$ cat src/rtl/mult_8b_seq.sv
// Sequencer for the dual-rail reversible array multiplier: loads operands, computes the rows forward,
// captures the product, then uncomputes the rows in reverse and checks that the array is back at zero.
module mult_8b_seq #(
    parameter int N_STAGES = 8,
    parameter int SETTLE   = 2
) (
    input  logic                clk,
    input  logic                rst,
    input  logic                start_valid,
    output logic                start_ready,
    input  logic [7:0]          a_in,
    input  logic [7:0]          b_in,
    output logic [7:0]          a_p,
    output logic [7:0]          a_n,
    output logic [7:0]          b_p,
    output logic [7:0]          b_n,
    output logic [N_STAGES-1:0] fwd_en,
    output logic [N_STAGES-1:0] bwd_en,
    input  logic [15:0]         p_in,
    output logic [15:0]         result,
    output logic                res_valid,
    input  logic                res_ready,
    output logic                busy,
    output logic                clean_err
);

    localparam int CNT_W = (SETTLE > 1) ? $clog2(SETTLE) : 1;
    localparam int STG_W = (N_STAGES > 1) ? $clog2(N_STAGES) : 1;
    localparam logic [CNT_W-1:0] CNT_LAST = CNT_W'(SETTLE - 1);
    localparam logic [STG_W-1:0] STG_LAST = STG_W'(N_STAGES - 1);

    typedef enum logic [2:0] {
        S_IDLE    = 3'd0,
        S_LOAD    = 3'd1,
        S_FWD     = 3'd2,
        S_CAPTURE = 3'd3,
        S_BWD     = 3'd4,
        S_UNLOAD  = 3'd5
    } state_t;

    state_t              state_q, state_d;
    logic [CNT_W-1:0]    cnt_q, cnt_d;
    logic [STG_W-1:0]    stg_q, stg_d;
    logic [N_STAGES-1:0] fwd_q, fwd_d;
    logic [N_STAGES-1:0] bwd_q, bwd_d;
    logic [15:0]         result_q, result_d;
    logic                res_valid_q, res_valid_d;
    logic                clean_err_q, clean_err_d;
    logic [7:0]          a_q, a_d;
    logic [7:0]          b_q, b_d;
    logic                phase_done;
    logic                drive;
    logic [STG_W-1:0]    stg_up;
    logic [STG_W-1:0]    stg_dn;

    always_ff @(posedge clk or posedge rst) begin
        if (rst) begin
            state_q     <= S_IDLE;
            cnt_q       <= '0;
            stg_q       <= '0;
            fwd_q       <= '0;
            bwd_q       <= '0;
            result_q    <= '0;
            res_valid_q <= 1'b0;
            clean_err_q <= 1'b0;
        end else begin
            state_q     <= state_d;
            cnt_q       <= cnt_d;
            stg_q       <= stg_d;
            fwd_q       <= fwd_d;
            bwd_q       <= bwd_d;
            result_q    <= result_d;
            res_valid_q <= res_valid_d;
            clean_err_q <= clean_err_d;
        end
    end

    // Operand latches never reach the outputs while idle, so they need no reset.
    always_ff @(posedge clk) begin
        a_q <= a_d;
        b_q <= b_d;
    end

    always_comb begin
        state_d     = state_q;
        cnt_d       = cnt_q;
        stg_d       = stg_q;
        fwd_d       = fwd_q;
        bwd_d       = bwd_q;
        result_d    = result_q;
        res_valid_d = res_valid_q;
        clean_err_d = clean_err_q;
        a_d         = a_q;
        b_d         = b_q;
        phase_done  = (cnt_q == CNT_LAST);
        stg_up      = stg_q + STG_W'(1);
        stg_dn      = stg_q - STG_W'(1);

        // The consumer may take the result in any state.
        if (res_valid_q && res_ready) begin
            res_valid_d = 1'b0;
        end

        case (state_q)
            S_IDLE: begin
                cnt_d = '0;
                if (start_valid && start_ready) begin
                    a_d         = a_in;
                    b_d         = b_in;
                    clean_err_d = 1'b0;
                    state_d     = S_LOAD;
                end
            end
            S_LOAD: begin
                if (phase_done) begin
                    cnt_d    = '0;
                    stg_d    = '0;
                    fwd_d[0] = 1'b1;
                    state_d  = S_FWD;
                end else begin
                    cnt_d = cnt_q + CNT_W'(1);
                end
            end
            S_FWD: begin
                if (phase_done) begin
                    cnt_d = '0;
                    if (stg_q == STG_LAST) begin
                        state_d = S_CAPTURE;
                    end else begin
                        stg_d         = stg_up;
                        fwd_d[stg_up] = 1'b1;
                    end
                end else begin
                    cnt_d = cnt_q + CNT_W'(1);
                end
            end
            S_CAPTURE: begin
                result_d        = p_in;
                res_valid_d     = 1'b1;
                cnt_d           = '0;
                stg_d           = STG_LAST;
                bwd_d           = '0;
                bwd_d[STG_LAST] = 1'b1;
                state_d         = S_BWD;
            end
            S_BWD: begin
                if (phase_done) begin
                    cnt_d        = '0;
                    fwd_d[stg_q] = 1'b0;
                    bwd_d        = '0;
                    if (stg_q == '0) begin
                        state_d = S_UNLOAD;
                    end else begin
                        stg_d         = stg_dn;
                        bwd_d[stg_dn] = 1'b1;
                    end
                end else begin
                    cnt_d = cnt_q + CNT_W'(1);
                end
            end
            S_UNLOAD: begin
                if (phase_done) begin
                    cnt_d = '0;
                    if (p_in != 16'h0000) begin
                        clean_err_d = 1'b1;
                    end
                    state_d = S_IDLE;
                end else begin
                    cnt_d = cnt_q + CNT_W'(1);
                end
            end
            default: begin
                state_d = S_IDLE;
                cnt_d   = '0;
            end
        endcase
    end

    // Rails sit at the all-zero null spacer whenever the sequencer is idle.
    assign drive       = (state_q != S_IDLE);
    assign a_p         = drive ? a_q : 8'h00;
    assign a_n         = drive ? ~a_q : 8'h00;
    assign b_p         = drive ? b_q : 8'h00;
    assign b_n         = drive ? ~b_q : 8'h00;
    assign fwd_en      = fwd_q;
    assign bwd_en      = bwd_q;
    assign result      = result_q;
    assign res_valid   = res_valid_q;
    assign clean_err   = clean_err_q;
    assign busy        = drive;
    assign start_ready = (state_q == S_IDLE) && !res_valid_q && !rst;

endmodule

$ cat config.mk
export PLATFORM = sky130hd
export DESIGN_NAME = mult_8b_seq
export DESIGN_NICKNAME = d
export VERILOG_FILES = /design/src/rtl/mult_8b_seq.sv
export SDC_FILE = /design/constraint.sdc
export NUM_CORES = 1
export LEC_CHECK = 0
export BUFFER_PORTS_ARGS = -buffer_cell sky130_fd_sc_hd__clkbuf_2
export CAP_MARGIN = 20
export CORE_UTILIZATION = 35
export CTS_CLUSTER_SIZE = 25
export DETAILED_ROUTE_END_ITERATION = 8
export PLACE_DENSITY = 0.63
export SYNTH_ARGS = -nofsm -noshare
export SYNTH_HDL_FRONTEND = slang
export SYNTH_SLANG_ARGS = --single-unit
$ cat constraint.sdc
create_clock -name clk -period 3.6 [get_ports clk]
set_clock_uncertainty 0.15 [all_clocks]
set_input_delay 0.36 -clock clk [delete_from_list [all_inputs] [get_ports clk]]
set_output_delay 0.36 -clock clk [all_outputs]
set_load 0.03 [all_outputs]
# --- Word level (Yosys, flattened, before mapping) ---
# Index checks and enable logic that the tools add are counted.
totals:
  ff_bits: 57
  latchBits: 0
  ram_bits: 0
  romBits: 0
  memories: 0
classes:
  n_addsub: 3
  n_mul: 0
  div: 0
  order_cmp: 6
  n_eq_ne: 16
  shift: 0
  muxes: 40
  bitwise: 5
  reduce_logical: 27
op_table:
  columns: ["op", "n"]
  rows:
  - ["2-to-1 mux 8 bit", 9]
  - ["2-to-1 mux 3 bit", 11]
  - ["NOT 8 bit", 3]
  - ["inequality test 2 bit (second input constant)", 10]
  - ["case mux 3 bit (6 select lines)", 1]
  - ["case mux 8 bit (2 select lines)", 1]
  - ["nonzero test 16 bit", 1]
  - ["case mux 7 bit (2 select lines)", 1]
  - ["< comparator 3 x 4 -> 1 bit (second input constant)", 3]
  - ["case mux 3 bit (4 select lines)", 1]
  - ["2-to-1 mux 1 bit", 11]
  - ["demux 1 bit (select 3 bit)", 3]
  - ["equality test 3 bit (second input constant)", 3]
  - [">= comparator 3 x 1 -> 1 bit (second input constant)", 3]
  - ["AND 8 bit", 1]
  - ["OR 8 bit", 1]
  - ["AND reduction 4 bit", 2]
  - ["nonzero test 2 bit", 4]
  - ["logical AND 1 bit", 7]
  - ["AND reduction 7 bit", 1]
  - ["equality test 3 x 2 -> 1 bit (second input constant)", 2]
  - ["zero test 3 bit", 2]
  - ["AND reduction 6 bit", 1]
  - ["nonzero test 3 bit", 2]
  - ["11 further kinds", 13]

# --- Longest topological paths before layout ---
depth:
  word_depth: 9
  mapped_depth: 7
  mapped_depth_nobuf: 6

# --- Least setup slack after synthesis ---
# No wires, ideal clock.
synth_path:
  kind: "input-to-reg"
  from: "input port rst"
  to: "register a_q[0] (enable)"
  t_arrival_ns: 1.948
  t_required_ns: 3.075
  setup_slack_ns: 1.128
  path_stages: 2
  path_buffers: 0
  path_cell_list: "inv_1 and4_1"
synth_via:
  elab_chain_len: 4
synth_lines:
  columns: ["element", "line", "source"]
  rows:
  - ["from (decl)", "8", "input logic rst,"]
  - ["zero test 1 bit", "191", "assign start_ready = (state_q == S_IDLE) && !res_valid_q && !rst;"]
  - ["logical AND 1 bit", "191", null]
  - ["logical AND 1 bit", "107", "if (start_valid && start_ready) begin"]
  - ["AND reduction 2 bit (no source line)", null, null]
  - ["to (signal assigned)", "80", "a_q <= a_d;"]
  - ["to (decl)", "49", "logic [7:0] a_q, a_d;"]
# Every way passes these cells.
# A chain may end at the register's enable or synchronous reset.

# --- Worst setup path after layout ---
layout_path:
  from: "register state_q[1]"
  to: "output port start_ready"
layout_via:
  elab_chain_len: 3
layout_lines:
  columns: ["element", "line", "source"]
  rows:
  - ["from (decl)", "41", "state_t state_q, state_d;"]
  - ["from (signal assigned)", "67", "state_q <= state_d;"]
  - ["zero test 3 bit", "191", null]
  - ["logical AND 1 bit (2 in a row)", "191", null]
  - ["to (decl)", "10", "output logic start_ready,"]
# Every way passes these cells.

==> reports/qor.yml <==
detailed_routing:
  via_per_inst: 4.76
  vias: 2222
  drt_iter0_markers: 150
  wirelength_um: 5850
  ant_nets: 0
  routedWlPerCell_um: 12.5
  drtPass1Iterations: 4
  route.detailed.drc: 0
layout:
  drive_above_1_share_pct: 34.5
  multi_input_area_um2: 997
  antennaDiodeCount: 0
  nets: 403
  final_common_cell: "clkbuf_2"
  final_cells: 467
  area_growth_pct: 30.7
  layout_common_cells: "clkbuf_2, nand2_1, dfrtp_1"
  fillers: 692
  design_area_mm2: 0.00340
  seqCellArea_mm2: 0.00151
  finish.utilization_pct: 47.1
synth:
  yosys.area.top_type_share_pct: 39.5
  ys_ff_latch: 57
  yosys.area.top_type: "dfrtp_1"
  synthFlopType: "dfrtp_1"
  syn_nets: 299
  synth-seq-area-share_pct: 57.9
  synth_top_cells_by_area: "dfrtp_1, edfxtp_1, nand2_1"
  ys_types: 44
  ys_warn_count: 0
  syn-instance-count: 259
  synth-edff-count: 16
  async_reset_ff_share_pct: 71.9
  post_synth.cell_area_avg_um2: 10.0
  synth_area_mm2: 0.00260
clock_network:
  cts_num_sinks: 57
  cts_hold_repair.buffers: 0
  cts_tree: "built"
  root_buffer: "clkbuf_8"
  htree_num_levels: 3
  cts_resized: 0
  clk_pin_slew_ps: 70
  postCtsSetupRepairBufs: 0
  clock_path_buffers: 2
  cts_made_buffers: 9
  clk_latency_ps: 330
floorplanning:
  top_level_ports: 104
  placementRows: 31
  die_h_um: 88.2
  fp.coreArea_mm2: 0.00721
  die_area_mm2: 0.00778
  fp.dieW_um: 88.2
  start_util_pct: 36.0
timing:
  max_clock_freq_mhz: 366
  setup_violations: 0
  hold_viol_final: 0
  timing.hold.ws_ps: 13.5
  rsz0062_at_grt: "no"
  final.min_clock_period_ps: 2730
  tns_ps: 0
  post-route-period-util_pct: 75.9
  layout_setup_ws_ps: 869
  slew_headroom_pct: 49.2
  slew_violations: 0
  tightest_slew_ps: 759
setup_path:
  required_ps: 3090
  crit_path_end_kind: "output pin"
  cp-start-kind: "flop"
  crit_type: "reg2out"
  crit_arrival_ps: 2220
  crit_fanout: 19
global_route:
  antenna_found_initial: 0
  grt_pass1_vias: 1949
  grt_pass1_wl_um: 9150
  grt_start_max_net_pins: 42
  overflow: 0
  grtUsageTotal_pct: 15.8
place:
  place_area_mm2: 0.00319
  dp_cells: 451
  pre_cts_ws_ps: 1020
  io_buffers: 103
  dp.final_hpwl_um: 4180
  gp_congestion: 0.819
status:
  outcome: "finished clean"
power:
  ir_drop_v: 0.000414
  p_per_area_mw_per_mm2: 955
  p_total_mw: 3.25
  p_leak_nw: 1.67
flow_run:
  drv_cap: 0
hold_path:
  hp-class: "in2async"
[cells in the mapped netlist (4+ instances only)]
cell type  count
a31oi_1        4
edfxtp_1      16
dfrtp_1       41
nand2b_1       5
nand2_1       64
clkbuf_1       4
nor4_1         5
nor2_1        24
buf_2          5
inv_1          9
ha_1           4
o21ai_0        8
and2_1        16
o21ai_1        9
o31ai_1        5
[critical path, cell delays in order (launching register included)]
cell      delay (ps)
dfrtp_1          560
nor3_4           640
inv_2            270
nor3_1           190
clkbuf_2         230
[report_power, final]
group	total (mW)	switching [mW]	leakage [nW]	internal, mW
combinational	1.57	1.11	0.891	0.457
sequential	1.04	0.189	0.677	0.855
clock	0.633	0.251	0.104	0.382
total	3.25	1.55	1.67	1.69
[layout make-up]
cell class	instances	share of cell area, %
clock buffer	9	3.65
sequential	57	44.3
tap	99	3.65
inverter	10	1.10
timing repair buffer	104	15.4
clock inverter	7	2.50
multi-input combinational	181	29.4
[state kept, by name, summed over array words and instances, names as in the netlist]
register,flops
bwd_en,8
a_q,8
stg_q,3
cnt_q,1
fwd_en,8
clean_err,1
result,16
state_q,3
b_q,8
res_valid,1
[cell families after synthesis]
kind of cell	Yosys count	synth area share [%]
simple gates	132	24.7
flops	57	57.9
compound gates	42	10.3
buf+inv	21	3.71
fa+ha+maj	4	1.93
mux	2	1.16
xor+xnor	1	0.337
[final timing paths]
path                             from  slack (ps)     endpoint  cells past startpoint
max                        state_q[1]         870  start_ready                      4
min                               rst          10    res_valid                      3
max reg2reg                state_q[1]        1080       a_q[7]                      2
min reg2reg                 result[8]         330    result[8]                      2
max in group asynchronous         rst        2910    fwd_en[7]                      3
min in group clk              a_in[4]          60       a_q[4]                      1
[metal layers]
metal  GRT usage, %  up-vias  share of wire [%]
met5              0        -                  0
met4           7.48        0               0.94
met3           4.62        6                6.3
met2           24.8       78                 45
met1           20.2     1041                 48
li1               -     1097                  -
No activity file was read; power rests on OpenSTA's default activity.
